## src/rtl/tff_ctrl_pkg.sv

```systemverilog
// Shared definitions for the T-flip-flop counter controller:
// FSM state encodings and direction constants.
package tff_ctrl_pkg;

   typedef enum logic [1:0] {
      ST_IDLE = 2'b00,
      ST_RUN  = 2'b01,
      ST_DONE = 2'b10
   } ctrlState_t;

   localparam logic DIR_UP = 1'b1;
   localparam logic DIR_DN = 1'b0;

endpackage : tff_ctrl_pkg

```

## src/rtl/tff_cell.sv

```systemverilog
// Single T-type storage cell: toggles on a rising CLK edge when T is high,
// asynchronously cleared to 0 while RST is low.
module tff_cell (
   input  logic CLK,
   input  logic RST,
   input  logic T,
   output logic Q,
   output logic Qn
);

   logic qReg;

   // Toggle storage with asynchronous active-low clear
   always_ff @(posedge CLK or negedge RST) begin
      if (!RST) begin
         qReg <= 1'b0;
      end else begin
         qReg <= qReg ^ T;
      end
   end

   assign Q  = qReg;
   assign Qn = ~qReg;

endmodule : tff_cell

```

## src/rtl/tff_count_ctrl.sv

```systemverilog
// Sequencing controller that drives a bank of T cells as a programmable
// up/down counter: load START_VAL, step on EN, stop on the latched LIMIT.
module tff_count_ctrl
   import tff_ctrl_pkg::*;
#(
   parameter int WIDTH = 4
) (
   input  logic             CLK,
   input  logic             RST,
   input  logic             START,
   input  logic             ABORT,
   input  logic             EN,
   input  logic             DIR,
   input  logic [WIDTH-1:0] START_VAL,
   input  logic [WIDTH-1:0] LIMIT,
   output logic [WIDTH-1:0] COUNT,
   output logic [WIDTH-1:0] T_VEC,
   output logic             BUSY,
   output logic             DONE
);

   ctrlState_t       stateReg;
   ctrlState_t       stateNext;
   logic             dirReg;
   logic [WIDTH-1:0] limitReg;
   logic [WIDTH-1:0] countQ;
   logic [WIDTH-1:0] countQn;
   logic [WIDTH-1:0] stepVal;
   logic [WIDTH-1:0] countNext;
   logic [WIDTH-1:0] tVec;

   for (genvar i = 0; i < WIDTH; i++) begin : gCell
      tff_cell uCell (
         .CLK (CLK),
         .RST (RST),
         .T   (tVec[i]),
         .Q   (countQ[i]),
         .Qn  (countQn[i])
      );
   end

   // The down step uses the complement outputs: cur-1 == ~(~cur + 1)
   assign stepVal = (dirReg == DIR_UP) ? (countQ + WIDTH'(1))
                                       : ~(countQn + WIDTH'(1));

   // State, latched direction and latched limit
   always_ff @(posedge CLK or negedge RST) begin
      if (!RST) begin
         stateReg <= ST_IDLE;
         dirReg   <= DIR_DN;
         limitReg <= '0;
      end else begin
         stateReg <= stateNext;
         if ((stateReg == ST_IDLE) && START) begin
            dirReg   <= DIR;
            limitReg <= LIMIT;
         end else begin
            dirReg   <= dirReg;
            limitReg <= limitReg;
         end
      end
   end

   // Next state and next count; the toggle vector is derived from the latter
   always_comb begin
      stateNext = stateReg;
      countNext = countQ;
      case (stateReg)
         ST_IDLE: begin
            if (START) begin
               countNext = START_VAL;
               stateNext = (START_VAL == LIMIT) ? ST_DONE : ST_RUN;
            end else begin
               stateNext = ST_IDLE;
            end
         end
         ST_RUN: begin
            if (ABORT) begin
               stateNext = ST_IDLE;
            end else if (EN) begin
               countNext = stepVal;
               stateNext = (stepVal == limitReg) ? ST_DONE : ST_RUN;
            end else begin
               stateNext = ST_RUN;
            end
         end
         ST_DONE: begin
            stateNext = ST_IDLE;
         end
         default: begin
            stateNext = ST_IDLE;
         end
      endcase
   end

   assign tVec = countQ ^ countNext;

   // Output decode from the state register
   always_comb begin
      BUSY = 1'b0;
      DONE = 1'b0;
      case (stateReg)
         ST_IDLE: begin
            BUSY = 1'b0;
            DONE = 1'b0;
         end
         ST_RUN: begin
            BUSY = 1'b1;
            DONE = 1'b0;
         end
         ST_DONE: begin
            BUSY = 1'b1;
            DONE = 1'b1;
         end
         default: begin
            BUSY = 1'b0;
            DONE = 1'b0;
         end
      endcase
   end

   assign COUNT = countQ;
   assign T_VEC = tVec;

endmodule : tff_count_ctrl

```

## config.mk

```make
export PLATFORM = sky130hd
export DESIGN_NAME = tff_count_ctrl
export DESIGN_NICKNAME = d
export VERILOG_FILES = /design/src/rtl/tff_ctrl_pkg.sv /design/src/rtl/tff_cell.sv /design/src/rtl/tff_count_ctrl.sv
export SDC_FILE = /design/constraint.sdc
export NUM_CORES = 1
export LEC_CHECK = 0
export CAP_MARGIN = 20
export CORE_UTILIZATION = 49
export CTS_CLUSTER_SIZE = 10
export DETAILED_ROUTE_END_ITERATION = 8
export PLACE_DENSITY = 0.79
export RECOVER_POWER = 25
export SYNTH_ARGS = -nofsm -noshare
export SYNTH_HDL_FRONTEND = slang
export SYNTH_SLANG_ARGS = --single-unit
export TNS_END_PERCENT = 50
```

## constraint.sdc

```tcl
create_clock -name CLK -period 6 [get_ports CLK]
set_clock_uncertainty 0.15 [all_clocks]
set_input_delay 1.2 -clock CLK [delete_from_list [all_inputs] [get_ports CLK]]
set_output_delay 1.2 -clock CLK [all_outputs]
set_load 0.02 [all_outputs]
```

==> results.tsv <==
metric	value	unit
outcome	completed	
place.gp.congestion	0.887	
synthesis.nets	138	
clockBufferDepth	2	
synth_area_leader_cell	dfrtp_1	
layout_min_cycle_time	4.58	ns
p_switching	0.278	mW
drt_iter0_markers	33	
start_util	54.1	%
fmax	0.218	GHz
final.period_utilization	76.4	%
post_cts_buffers	0	
grt-ovfl-total	0	
yosys_most_used_dff	dfrtp_1	
slew-limit-headroom	64.4	%
wl_met3	107	µm
dp.cells	154	
combPwrFrac	64.4	%
cp.arrival	3.23	ns
place.detailed.hpwl	1610	µm
worst_slack	1.42	ns
cts.sinks	11	
wl_per_cell	13.3	µm
worst_pin_slew	0.533	ns
drc_errors	0	
synth_cells	119	
io_buffer_count	23	
p_per_area	508	mW/mm²
hp-class	flip-flop to flip-flop	
vias	858	
die_y	46.6	µm
antenna_found_initial	0	
grt_pass1_vias	759	
clkPwrFrac	8.5	%
setup-violations-final	0	
ys_top_cells_by_area	dfrtp_1 (28%), nand2_1 (10%), xnor2_1 (7.2%)	
finalSetupTns	0	ns
die_area	0.00217	mm²
drtPass1Iterations	4	
grt_max_degree	12	
synthArstFlopShare	100	%
synth_area	975	µm²
numCtsBuffers	3	
top_layer	met4	
synth.distinct_cells	39	
p_leak	0.528	nW
cts_resized	0	
clk-insertion-delay-late	0.27	ns
setup.worst_path.class	primary input to primary output	
die_x	46.6	µm
n_antenna_cell	0	
fp-row-count	15	
clockRootBuffer	clkbuf_4	
hold_buffers	0	
fp.coreArea	0.00180	mm²
netlist.area_leader.share	28.2	%
cp_max_fo	10	
path_clk_slew	0.06	ns
tritoncts	yes	
yosys_warnings	0	
wirelength	2100	µm
drt-met1-wl	929	µm
gr-usage-all-layers	23.1	%
fin_util	65.2	%
htreeDepth	1	
ios	24	
post-place-ws	1.45	ns
maxSlewViolCount	0	
viasPerCell	5.43	
worstSetupStartpointType	primary input	
wl_met2	1030	µm
yosysSeqAreaShare	28.2	%
syn_avg_cell_area	8.19	µm²
ir_drop	0.250	mV
drive_gt1_share	7.52	%
fin_nets	153	
holdWs	0.358	ns
end_kind	primary output	
synth_edf_count	0	
cp.required	4.65	ns
nFillCells	167	
syn2layout_area_growth	20.5	%
grt_pass1_wl	3460	µm
final_cells	158	
drv_cap	0	
regArea	275	µm²
hold_violations	0	
multi_input_area	589	µm²
internal-power	0.318	mW
pwr-share-seq	27.2	%
synth-seq-cells	11	
final_antenna_net_count	0	
grt_setup_unrepaired	false	
swShare	46.7	%
## critical path, stage by stage
cell             delay [ns]
clkdlybuf4s50_1        0.63
and2_1                 0.40
nand2_1                0.14
a21oi_1                0.14
or2_2                  0.12
clkdlybuf4s50_1        0.60
## sequential cells by signal, indices dropped and copies added, names as in the netlist
register and flops:
stateReg 2, gCell.uCell.Q 4, dirReg 1, limitReg 4
## cells in the mapped netlist (2+ instances only)
master / count
nand4_1: 2
a21o_1: 3
ha_1: 5
inv_1: 6
a21oi_1: 5
clkbuf_1: 3
xnor2_1: 8
nor2_1: 6
o21ai_0: 2
dfrtp_1: 11
nor2b_1: 2
xor2_1: 4
mux2_2: 3
buf_4: 8
nand2b_1: 2
nand2_1: 26
## power groups by stage
stage	Clock (mW)	Sequential (mW)	Combinational, mW
floorplan	0	0.139	0.329
global placement	0	0.161	0.376
detailed placement	0	0.163	0.381
CTS	0.0534	0.161	0.384
global route	0.0580	0.168	0.419
finish	0.0506	0.162	0.384
## through the flow
step / cell area, µm² / power (mW)
global placement: 1150 / 0.537
finish: 1170 / 0.597
detailed placement: 1150 / 0.545
floorplan: 975 / 0.468
CTS: 1170 / 0.598
global route: 1170 / 0.644
## kinds of logic after synthesis
logic type / share of synthesized area [%]
flops: 28.2
simple gates: 22.0
mux: 4.49
xor+xnor: 10.8
buf+inv: 11.3
compound gates: 16.8
fa+ha+maj: 6.42
## placed cells by master, fill, tap and decap left out, types with 3 or more instances in the layout
master	instances
clkbuf_4	3
ha_1	5
mux2_2	3
xor2_1	4
nand2_1	26
dfrtp_1	11
xnor2_1	8
nor2_1	6
a21oi_1	5
a21o_1	3
inv_1	6
clkdlybuf4s50_1	22
## area by class of cell
type                    count  share of cell area (%)
inverters                   6                    1.92
repair buffers             23                    19.6
well taps                  25                    2.66
multi-input cells          89                    50.2
clock buffers               4                    2.24
flip-flops and latches     11                    23.4
## worst paths after layout
kind                                                   end                  startpoint  slack, ns  cells past startpoint
worst min-delay path               limitReg[1]$_DFFE_PN0P_     limitReg[1]$_DFFE_PN0P_       0.36                      2
worst min register to register     limitReg[1]$_DFFE_PN0P_     limitReg[1]$_DFFE_PN0P_       0.36                      2
worst max-delay path                              T_VEC[0]                       START       1.42                      6
min in group asynchronous       gCell[1].uCell.Q$_DFF_PN0_                         RST       1.19                      1
max in group asynchronous          limitReg[2]$_DFFE_PN0P_                         RST       4.15                      1
worst max register to register       stateReg[0]$_DFF_PN0_  gCell[0].uCell.Q$_DFF_PN0_       3.82                      6
## layer usage
layer | vias up | track usage, %
met5 | - | 0
met3 | 4 | 3.53
met2 | 29 | 35.0
met4 | 0 | 12.4
li1 | 428 | -
met1 | 397 | 31.1
No activity file was read; power rests on OpenSTA's default activity.
